===== src/rtl/fetch_pkg.sv =====
// ---------------------------------------------------------------------------
// fetch_pkg
//   Shared definitions for the fetch-control block.
//   - state_e      : fetch FSM state encoding (BOOT, FETCH, STALL, DRAIN)
//   - PC_SEL_*     : PC mux select values driven on pc_sel
// ---------------------------------------------------------------------------
package fetch_pkg;

  typedef enum logic [1:0] {
    BOOT  = 2'd0,
    FETCH = 2'd1,
    STALL = 2'd2,
    DRAIN = 2'd3
  } state_e;

  localparam logic PC_SEL_INC    = 1'b0;  // next PC = PC + 4
  localparam logic PC_SEL_TARGET = 1'b1;  // next PC = pc_target

endpackage


===== src/rtl/sat_counter.sv =====
// ---------------------------------------------------------------------------
// sat_counter
//   W-bit up counter that sticks at all-ones instead of wrapping.
//   Ports:
//     clock  in   single clock, posedge
//     reset  in   asynchronous active-high clear
//     inc    in   add one this cycle (ignored once saturated)
//     count  out  current count
// ---------------------------------------------------------------------------
module sat_counter #(
  parameter int W = 32
) (
  input  logic         clock,
  input  logic         reset,
  input  logic         inc,
  output logic [W-1:0] count
);

  logic [W-1:0] count_q;
  logic [W-1:0] count_d;

  always_comb begin
    count_d = count_q;
    if (inc && (count_q != '1)) begin
      count_d = count_q + W'(1);
    end
  end

  // NOTE: sequential state uses non-blocking (<=) so every flop samples
  // the pre-edge value of its inputs, independent of statement order.
  always_ff @(posedge clock or posedge reset) begin
    if (reset) begin
      count_q <= '0;
    end else begin
      count_q <= count_d;
    end
  end

  assign count = count_q;

endmodule


===== src/rtl/fetch_control.sv =====
// ---------------------------------------------------------------------------
// fetch_control
//   Instruction-fetch sequencer: drives the PC mux / load enable, the
//   instruction-memory request and the IF/ID register controls, handling
//   memory waits, load-use stalls and taken-branch redirects (including a
//   redirect that arrives while a fetch is still outstanding).
//   Ports:
//     clock, reset        single clock; asynchronous active-high reset
//     branch_taken        redirect request from execute
//     pc_branch   [63:0]  redirect target (valid with branch_taken)
//     hazard_stall        load-use stall request
//     imem_ack            instruction memory returned data this cycle
//     imem_req            fetch request to instruction memory
//     pc_write            PC register load enable
//     pc_sel              PC mux select (PC_SEL_INC / PC_SEL_TARGET)
//     pc_target   [63:0]  redirect address; zero when pc_sel selects PC+4
//     ifid_wren           IF/ID write enable
//     ifid_flush          IF/ID bubble insert
//     stall_count [CNT_W] saturating count of cycles without an IF/ID write
// ---------------------------------------------------------------------------
module fetch_control
  import fetch_pkg::*;
#(
  parameter logic [63:0] RESET_PC = 64'h0,
  parameter int          CNT_W    = 32
) (
  input  logic             clock,
  input  logic             reset,
  input  logic             branch_taken,
  input  logic [63:0]      pc_branch,
  input  logic             hazard_stall,
  input  logic             imem_ack,
  output logic             imem_req,
  output logic             pc_write,
  output logic             pc_sel,
  output logic [63:0]      pc_target,
  output logic             ifid_wren,
  output logic             ifid_flush,
  output logic [CNT_W-1:0] stall_count
);

  state_e      state_q, state_d;
  logic [63:0] pending_q, pending_d;
  logic [63:0] target_c;

  // NOTE: every signal written here gets a default first, so no path
  // through the case leaves it unassigned and no latch is inferred.
  always_comb begin
    state_d    = state_q;
    pending_d  = pending_q;
    imem_req   = 1'b0;
    pc_write   = 1'b0;
    pc_sel     = PC_SEL_INC;
    target_c   = '0;
    ifid_wren  = 1'b0;
    ifid_flush = 1'b0;

    case (state_q)
      BOOT: begin
        pc_write = 1'b1;
        pc_sel   = PC_SEL_TARGET;
        target_c = RESET_PC;
        state_d  = FETCH;
      end

      FETCH: begin
        imem_req = 1'b1;
        if (branch_taken) begin
          ifid_flush = 1'b1;
          if (imem_ack) begin
            pc_write = 1'b1;
            pc_sel   = PC_SEL_TARGET;
            target_c = pc_branch;
          end else begin
            // Fetch still in flight: remember where to go once it returns.
            pending_d = pc_branch;
            state_d   = DRAIN;
          end
        end else if (hazard_stall) begin
          imem_req = 1'b0;
          state_d  = STALL;
        end else if (imem_ack) begin
          pc_write  = 1'b1;
          ifid_wren = 1'b1;
        end
      end

      STALL: begin
        if (branch_taken) begin
          ifid_flush = 1'b1;
          pc_write   = 1'b1;
          pc_sel     = PC_SEL_TARGET;
          target_c   = pc_branch;
          state_d    = FETCH;
        end else if (!hazard_stall) begin
          state_d = FETCH;
        end
      end

      DRAIN: begin
        imem_req = 1'b1;
        if (branch_taken) begin
          pending_d  = pc_branch;
          ifid_flush = 1'b1;
        end
        if (imem_ack) begin
          // Returned data belongs to the squashed path and is dropped.
          pc_write = 1'b1;
          pc_sel   = PC_SEL_TARGET;
          target_c = branch_taken ? pc_branch : pending_q;
          state_d  = FETCH;
        end
      end
    endcase

    // Outputs are quiet for the whole time reset is held.
    if (reset) begin
      imem_req   = 1'b0;
      pc_write   = 1'b0;
      pc_sel     = PC_SEL_INC;
      target_c   = '0;
      ifid_wren  = 1'b0;
      ifid_flush = 1'b0;
    end
  end

  assign pc_target = (pc_sel == PC_SEL_TARGET) ? target_c : 64'h0;

  always_ff @(posedge clock or posedge reset) begin
    if (reset) begin
      state_q   <= BOOT;
      pending_q <= '0;
    end else begin
      state_q   <= state_d;
      pending_q <= pending_d;
    end
  end

  sat_counter #(
    .W(CNT_W)
  ) u_stall_cnt (
    .clock (clock),
    .reset (reset),
    .inc   ((state_q != BOOT) && !ifid_wren),
    .count (stall_count)
  );

endmodule

===== config.mk =====
export PLATFORM = sky130hd
export DESIGN_NAME = fetch_control
export DESIGN_NICKNAME = d
export VERILOG_FILES = /design/src/rtl/fetch_pkg.sv /design/src/rtl/sat_counter.sv /design/src/rtl/fetch_control.sv
export SDC_FILE = /design/constraint.sdc
export NUM_CORES = 1
export LEC_CHECK = 0
export CAP_MARGIN = 20
export CORE_MARGIN = 3
export CORE_UTILIZATION = 47
export DETAILED_ROUTE_END_ITERATION = 10
export PLACE_DENSITY = 0.82
export RECOVER_POWER = 100
export SLEW_MARGIN = 20
export SYNTH_ARGS = -nofsm -noshare
export SYNTH_HDL_FRONTEND = slang
export SYNTH_HIERARCHICAL = 1
export SYNTH_SLANG_ARGS = --single-unit

===== constraint.sdc =====
create_clock -name clock -period 4.15 [get_ports clock]
set_clock_uncertainty 0.05 [all_clocks]
set_input_delay 0.83 -clock clock [delete_from_list [all_inputs] [get_ports clock]]
set_output_delay 0.83 -clock clock [all_outputs]
set_load 0.005 [all_outputs]

=== Word-level counts from Yosys, hierarchy flattened ===
Index checks and enable logic that the tools add are counted.
W data, S select, Z words.

* Register bits: 98
* Bits of input ports: 69
* Logic and storage cells: 59
* Output and inout port bits: 101

* Add/sub/neg operators: 1
* Equal/unequal tests: 10
* Reductions and logical operators: 9
* Mux-type cells: 36

{| class="wikitable"
|+ Operator list
! kind !! count
|-
| $mux W64 || 9
|-
| $pmux W64 S4 || 1
|-
| $pmux W64 S2 || 1
|-
| $add A32 B1 Y32 const B || 1
|-
| $ne A32 B32 Y1 const B || 1
|-
| $mux W1 || 15
|-
| $mux W2 || 6
|-
| $ne A3 B3 Y1 const B || 3
|-
| $pmux W1 S4 || 2
|-
| $pmux W2 S4 || 1
|-
| $ne A2 B2 Y1 const B || 3
|-
| $eq A2 B2 Y1 const B || 2
|-
| $reduce_and A4 Y1 || 1
|-
| $reduce_bool A2 Y1 || 2
|-
| $reduce_and A3 Y1 || 1
|-
| $reduce_or A3 Y1 || 1
|-
| $eq A2 B1 Y1 const B || 1
|-
| $logic_and A1 B1 Y1 || 2
|-
| $logic_not A2 Y1 || 1
|-
| $pmux W1 S2 || 1
|-
| $logic_not A1 Y1 || 1
|}

=== Depth between registers and ports, before layout ===
Gate-level depths: netlist (run 1).

* Word-level depth: 8
* Gate-level depth with buffers: 11
* Depth with buffers taken out: 8

=== By module ===
The synthesis (run 1) kept the hierarchy.

{| class="wikitable"
|+ Modules (own cells, without submodules)
! module !! instances !! cells each !! area an instance (µm²) !! seq. area each (µm²)
|-
| fetch_control || 1 || 323 || 3562.2 || 1651.6
|-
| sat_counter || 1 || 153 || 1635.3 || 800.8
|}

=== Least setup slack after synthesis (run 1) ===
No wires, ideal clock.

* Path kind: input-to-output
* Start: input port reset
* End: output port pc_sel
* Required time: 3270 ps
* Arrival: 2794 ps
* Setup slack: 476 ps
* Cell stages on the path: 3
* Path buffers: 0
* Path through: inv_1 > o21ai_0 > a21oi_1

* Word-level cells in the longest chain between the ends: 1

{| class="wikitable"
|+ Ends and longest elaborated chain
! item !! line !! source
|-
| start: declaration || fetch_control.sv:28 || <nowiki>input logic reset,</nowiki>
|-
| $mux W1 || fetch_control.sv:117 || <nowiki>if (reset) begin</nowiki>
|-
| end: declaration || fetch_control.sv:35 || <nowiki>output logic pc_sel,</nowiki>
|}

Every way passes these cells.

=== Worst setup path after layout (run 1) ===
* Start: input port imem_ack
* End: output port pc_target[57]

* Word-level cells in the longest chain between the ends: 5
* Elaborated cells between the ends (all ways): 10
* Those cells by class: 10 x mux

{| class="wikitable"
|+ Ends and longest elaborated chain
! item !! line !! source
|-
| start: declaration || fetch_control.sv:32 || <nowiki>input logic imem_ack,</nowiki>
|-
| $mux W64 / $mux W1 (equally long branches) || fetch_control.sv:70, fetch_control.sv:106 ||
|-
| $mux W64 / $mux W1 (equally long branches) || fetch_control.sv:68 || <nowiki>if (branch_taken) begin</nowiki>
|-
| $pmux W64 S4 / $pmux W1 S4 (equally long branches) || fetch_control.sv:58 || <nowiki>case (state_q)</nowiki>
|-
| $mux W64 / $mux W1 (equally long branches) || fetch_control.sv:117 ||
|-
| $mux W64 (*) || fetch_control.sv:127 || <nowiki>assign pc_target = (pc_sel == PC_SEL_TARGET) ? target_c : 64'h0;</nowiki>
|-
| end: declaration || fetch_control.sv:36 || <nowiki>output logic [63:0] pc_target,</nowiki>
|}

Mark *: on every way between the ends. The rest lies on a longest branch, timed or not.

==> results of run 1 <==
[flip-flops by register name (all words and copies together), names as in the netlist]
| register | cells |
|---|---|
| pending_q | 64 |
| state_q | 2 |
| u_stall_cnt/count | 32 |
[worst paths after layout]
kind | cells after the start | to | slack (ns) | from
max | 6 | pc_target[57] | 0.23 | imem_ack
min | 1 | u_stall_cnt/count[18] | 0.45 | u_stall_cnt/count[18]
max reg2reg | 9 | u_stall_cnt/count[24] | 1.14 | state_q[1]
min in group asynchronous | 3 | u_stall_cnt/count[10] | 1.56 | reset
min reg2reg | 1 | u_stall_cnt/count[18] | 0.45 | u_stall_cnt/count[18]
max in group asynchronous | 3 | u_stall_cnt/count[27] | 1.50 | reset
[cells in the final DEF (no fill, tap or decap), types with 5 or more instances in the layout]
| cell | netlist | routed |
|---|---|---|
| nand3_1 | 18 | 18 |
| a21oi_1 | 5 | 5 |
| nor2_1 | 78 | 78 |
| mux2_1 | 5 | 6 |
| dfrtp_1 | 98 | 98 |
| clkbuf_8 | 0 | 10 |
| and3_1 | 5 | 5 |
| xnor2_1 | 24 | 24 |
| dlygate4sd3_1 | 0 | 93 |
| inv_1 | 7 | 7 |
| nand2_1 | 13 | 13 |
| mux2_2 | 61 | 61 |
| clkdlybuf4s50_1 | 0 | 75 |
| o21ai_0 | 5 | 6 |
| a32oi_1 | 63 | 63 |
| nand4_1 | 11 | 11 |
[routing by layer]
layer | track usage (%) | share of wire, % | vias up
met2 | 36.31 | 49 | 148
li1 | - | - | 2079
met3 | 5.731 | 7.1 | 20
met5 | 0 | 0.096 | -
met4 | 5.758 | 2.0 | 2
met1 | 28.44 | 42 | 2152
[cells by family (layout without fill, tap and decap cells)]
logic type | Yosys count | in the layout
simple gates | 152 | 152
flops | 98 | 98
compound gates | 84 | 84
mux | 67 | 67
buf+inv | 47 | 205
xor+xnor | 27 | 27
fa+ha+maj | 1 | 1
other cells | 0 | 1
[cell type report]
type | count | area share [%]
Antenna cell | 1 | 0.03508
Clock buffer | 10 | 1.929
Clock inverter | 6 | 0.9120
Inverter | 7 | 0.3683
Multi-Input combinational cell | 331 | 34.60
Sequential cell | 98 | 34.37
Tap cell | 136 | 2.385
Timing Repair Buffer | 182 | 25.39
[worst max-delay path, delay by kind of cell]
kind | cells | cell delay [ns]
AND/OR/NAND/NOR | 2 | 0.60
buffers and inverters | 3 | 1.52
AO/OA/AOI/OAI | 1 | 0.08
[through the flow]
stage	cells	cell area [µm²]	total power, µW	hold WS [ns]	util, %
2_1_floorplan	476	5197	1632	0.4149	-
3_3_place_gp	754	6998	1904	0.4264	66.30
3_5_place_dp	754	6998	1935	0.4385	66.30
4_1_cts	770	7201	2562	0.4517	68.22
5_1_grt	770	7132	2652	0.4666	67.57
6_report	771	7134	2503	0.4493	67.59
[power breakdown]
part           internal [µW]  switching [µW]
clock                    296             329
sequential              1130             127
combinational            358             265
==> flow_summary.toml, run 1 <==
[power_and_ir_drop]
leakagePower_uw = 0.002968
ir_worst_vdd_mv = 0.3774
cellPowerDensity_nw_per_um2 = 350.8

[clock_tree]
cts_sinks = 98
cts_buffer_depth = 2
ctsHoldBuffers = 0
cts_tree = "yes"
cts_root_buffer = "clkbuf_8"
post_cts_resized = 0
cts_max_level = 3
postCtsSetupBuffers = 0
clk_pin_slew_ns = 0.10
numCtsBuffers = 9
clk_latency_ns = 0.36

[setup_path]
worstSetupPathType = "input port to output port"
crit_fanout = 13
cp.required_ns = 3.27
slowest_stage = "dlygate4sd3_1"
setup.worst_path.start_class = "input port"
slowest_delay_ns = 0.65
crit_path_cell_trace = "dlygate4sd3_1 > and4b_2 > clkbuf_2 > a32oi_1 > nor2_1 > dlygate4sd3_1"
cp.arrival_ns = 3.04
critPathMostFrequentCell = "dlygate4sd3_1"
worst_setup_path_end_kind = "output port"

[floorplan]
dieHeight_um = 111.2
initial_core_util_pct = 49.24
die_width_um = 111.2
core-area_um2 = 10560
die_area_um2 = 12360
rows = 37
io_pins = 170

[synthesis]
synthAdderAreaFrac_pct = 0.2407
synth_top_cell_area_share_pct = 47.18
async_flop_share_pct = 100.0
seq_area_frac_synth_pct = 47.18
syn_inst = 476
synth_top_family_by_area = "simple AND/OR/NAND/NOR gates"
ys_ff_latch = 98
synth_warnings = 6
synth_common_cells = "dfrtp_1, nor2_1, a32oi_1"
synth_compound_area_share_pct = 13.55
synthDistinctLibCells = 47
netlist_top_cells_area = "dfrtp_1, mux2_2, a32oi_1"
yosys.area_share.simple_pct = 15.17
yosys.area.top_type = "dfrtp_1"
syn_area_um2 = 5197
muxShareOfSynthArea_pct = 14.59
synthesis.nets = 546
syn_avg_cell_area_um2 = 10.92
synth-main-ff-cell = "dfrtp_1"
synth_xor_xnor_area_share_pct = 4.550
yosysMostFrequentCell = "dfrtp_1"
synth_edf_count = 0

[place]
pre_cts_ws_ns = 0.4015
gp_congestion = 0.8835
io_buffers = 169
hpwl_mm = 9.919

[timing]
slew_violations = 100
postLayoutSetupSlackWorst_ns = 0.2326
finalHoldViolCount = 0
fmax_mhz = 255.3
layout_min_cycle_time_ns = 3.917
fin_crit_sh_pct = 94.40
grt_setup_unrepaired = "false"
slew_headroom_pct = -13.90
setup_violations = 0
tns_ns = 0
tightest_slew_ns = 1.709

[detailed_routing]
vias = 4401
wire_per_inst_um = 17.61
ant_nets = 0
drt-total-wl_mm = 13.58
via_per_inst = 5.708
dr.first_iter.drc_count = 352
drt_pre_antenna_iters = 4
drc = 0

[layout]
final_nets = 699
area_delta_synth_final_pct = 37.27
regArea_um2 = 2452
fillers = 846
drive_gt1_share_pct = 15.46
multiInputGateArea_um2 = 2469

[global_routing]
grt_start_max_net_pins = 67
grt_usage_pct = 21.85
grt_pass1_vias = 4363
grt_overflow = 0
antenna_found_initial = 1
grt_pass1_wl_mm = 22.53

[run]
maxCapViolCount = 2

[hold_path]
min_path_type = "flip-flop to flip-flop"

[run_status]
violations = "max-capacitance violations, max-slew violations"
status = "finished with violations"
Note: power is estimated with default switching activity, not from simulation.
==> run 2: changes to the inputs <==
--- a/config.mk
+++ b/config.mk
@@ -6,6 +6,7 @@
 export NUM_CORES = 1
 export LEC_CHECK = 0
 export CAP_MARGIN = 20
+export CORE_ASPECT_RATIO = 0.9
 export CORE_MARGIN = 3
 export CORE_UTILIZATION = 47
 export DETAILED_ROUTE_END_ITERATION = 10
==> run 2 against run 1 <==
- the run still ends with max-capacitance violations, max-slew violations left
- via count grew 2.0%
- clock-buffer cell count is 1 higher
- worst setup slack lost 0.016 ns
- combinational power about the same
- first-iteration DRC count increased by 3.1%
- fmax is 0.40% lower
- highest routed layer is now met4
==> flow_summary.toml, run 2 (synthesis gave the netlist of run 1 again) <==
[run_status]
status = "finished with violations"
violations = "max-capacitance violations, max-slew violations"

[detailed_routing]
dr.first_iter.drc_count = 363
ant_nets = 0
drc = 0
wire_per_inst_um = 18.12
drt_pre_antenna_iters = 4
vias = 4489
drt-total-wl_mm = 13.79
via_per_inst = 5.899

[setup_path]
reg2reg_depth = 9
crit_path_cell_trace = "dlygate4sd3_1 > mux2_1 > clkbuf_2 > a32oi_1 > nor2_1 > dlygate4sd3_1"
cp.required_ns = 3.27
reg2reg_from = "state_q[1]"
reg2reg_to = "u_stall_cnt/count[24]"
worstSetupPathType = "input port to output port"
cp.arrival_ns = 3.05
slowest_delay_ns = 0.62
critPathMostFrequentCell = "dlygate4sd3_1"
slowest_stage = "dlygate4sd3_1"
crit_family = "buffers and inverters"
setup.worst_path.start_class = "input port"
crit_buf_inv = 3
crit_fanout = 17
worst_setup_path_end_kind = "output port"
reg2reg_slack_ns = 1.03

[floorplan]
die_width_um = 116.8
initial_core_util_pct = 49.45
dieHeight_um = 105.8
io_pins = 170
die_area_um2 = 12360
rows = 35
core-area_um2 = 10510

[global_routing]
grt_pass1_vias = 4449
grt_overflow = 0
grt.busiest_layer = "met2"
antenna_found_initial = 0
grt_use_met1_pct = 30.81
grt_usage_pct = 22.24
use_met2_pct = 36.72
grt_pass1_wl_mm = 22.48
use_met3_pct = 2.985
grt_start_max_net_pins = 65

[power_and_ir_drop]
pwr-share-comb_pct = 22.9
p_int_uw = 1989
p_switching_uw = 746.7
ir_worst_vdd_mv = 0.3646
p_sw_share_pct = 27.29
leakagePower_uw = 0.002994
clkPwrFrac_pct = 31.0
seq_power_share_pct = 46.1
cellPowerDensity_nw_per_um2 = 378.9
power_uw = 2736

[clock_tree]
clk_pin_slew_ns = 0.07
cts_buffer_depth = 2
postCtsSetupBuffers = 0
post_cts_resized = 0
cts_tree = "yes"
ctsHoldBuffers = 0
cts_root_buffer = "clkbuf_16"
clk_latency_ns = 0.32
numCtsBuffers = 9
cts_sinks = 98
cts_max_level = 3

[place]
dpl-instance-area_um2 = 6949
io_buffers = 169
gp_congestion = 0.8007
hpwl_mm = 9.810

[timing]
tightest_slew_ns = 1.672
setup_violations = 0
fin_crit_sh_pct = 94.78
layout_min_cycle_time_ns = 3.933
grt_setup_unrepaired = "false"
tns_ns = 0
slew_headroom_pct = -11.48
slew_violations = 98
fmax_mhz = 254.2
hold-worst-slack_ns = 0.4454
finalHoldViolCount = 0

[hold_path]
min_to = "pending_q[36]"
min-delay-start = "pending_q[36]"
min_path_type = "flip-flop to flip-flop"
min_path_cells = 1

[layout]
drive_gt1_share_pct = 15.19
largest_reg_flops = 64
layout_commonest_cell = "dfrtp_1"
finalInstanceArea_um2 = 7221
area_delta_synth_final_pct = 38.93
fin_util_pct = 68.70
mostFrequentLayoutCells = "dfrtp_1, dlygate4sd3_1, nor2_1, clkdlybuf4s50_1, a32oi_1"
diodes = 0
final_nets = 697
largest-register = "pending_q"

[run]
maxCapViolCount = 2
-- run 2: worst reg2reg max path: stages, from the launching register on --
cell and delay [ns]:
dfrtp_1 0.56, nor2_1 0.09, nor4b_1 0.17, nor2_1 0.42, and4_1 0.32, nor3b_1 0.21
clkbuf_1 0.24, nor3b_1 0.52, nand3_2 0.12, mux2_1 0.32
-- run 2: power groups by stage --
stage | Clock [µW] | Combinational [µW] | Sequential (µW)
5_1_grt | 910 | 692 | 1290
4_1_cts | 867 | 657 | 1260
3_3_place_gp | 0 | 634 | 1270
3_5_place_dp | 0 | 654 | 1280
2_1_floorplan | 0 | 389 | 1240
6_report | 848 | 626 | 1260
-- run 2: cell type report --
class                      instances  area, µm²
fill                             820       3289
timing repair buffer             180       1788
multi-input combinational        331       2477
tap                              129      161.4
sequential                        98       2452
clock inverter                     5      62.56
clock buffer                      11      252.7
inverter                           7      26.28
-- run 2: worst max path at each step --
stage                     slack (ns)       endpoint  depth (start not counted)  startpoint
final                           0.22  pc_target[43]                          6    imem_ack
after detailed placement        0.39  pc_target[45]                          6    imem_ack
after floorplan                 0.48         pc_sel                          3       reset
after CTS                       0.37  pc_target[45]                          6    imem_ack
after global placement          0.41  pc_target[25]                          6    imem_ack
after global routing            0.14  pc_target[44]                          6    imem_ack
-- run 2: per-stage QoR --
step / setup WS, ns / std cells
after floorplan: 0.4763 / 476
after global placement: 0.4119 / 745
after detailed placement: 0.3881 / 745
after CTS: 0.3673 / 761
after global routing: 0.1402 / 761
final: 0.2168 / 761
-- run 2: per-layer routing --
| layer | up-vias | wire [µm] | part of all wire [%] |
|---|---|---|---|
| met4 | 0 | 210 | 1.5 |
| met1 | 2229 | 6210 | 45 |
| met5 | - | 0 | 0 |
| met3 | 16 | 847 | 6.1 |
| li1 | 2077 | - | - |
| met2 | 167 | 6522 | 47 |
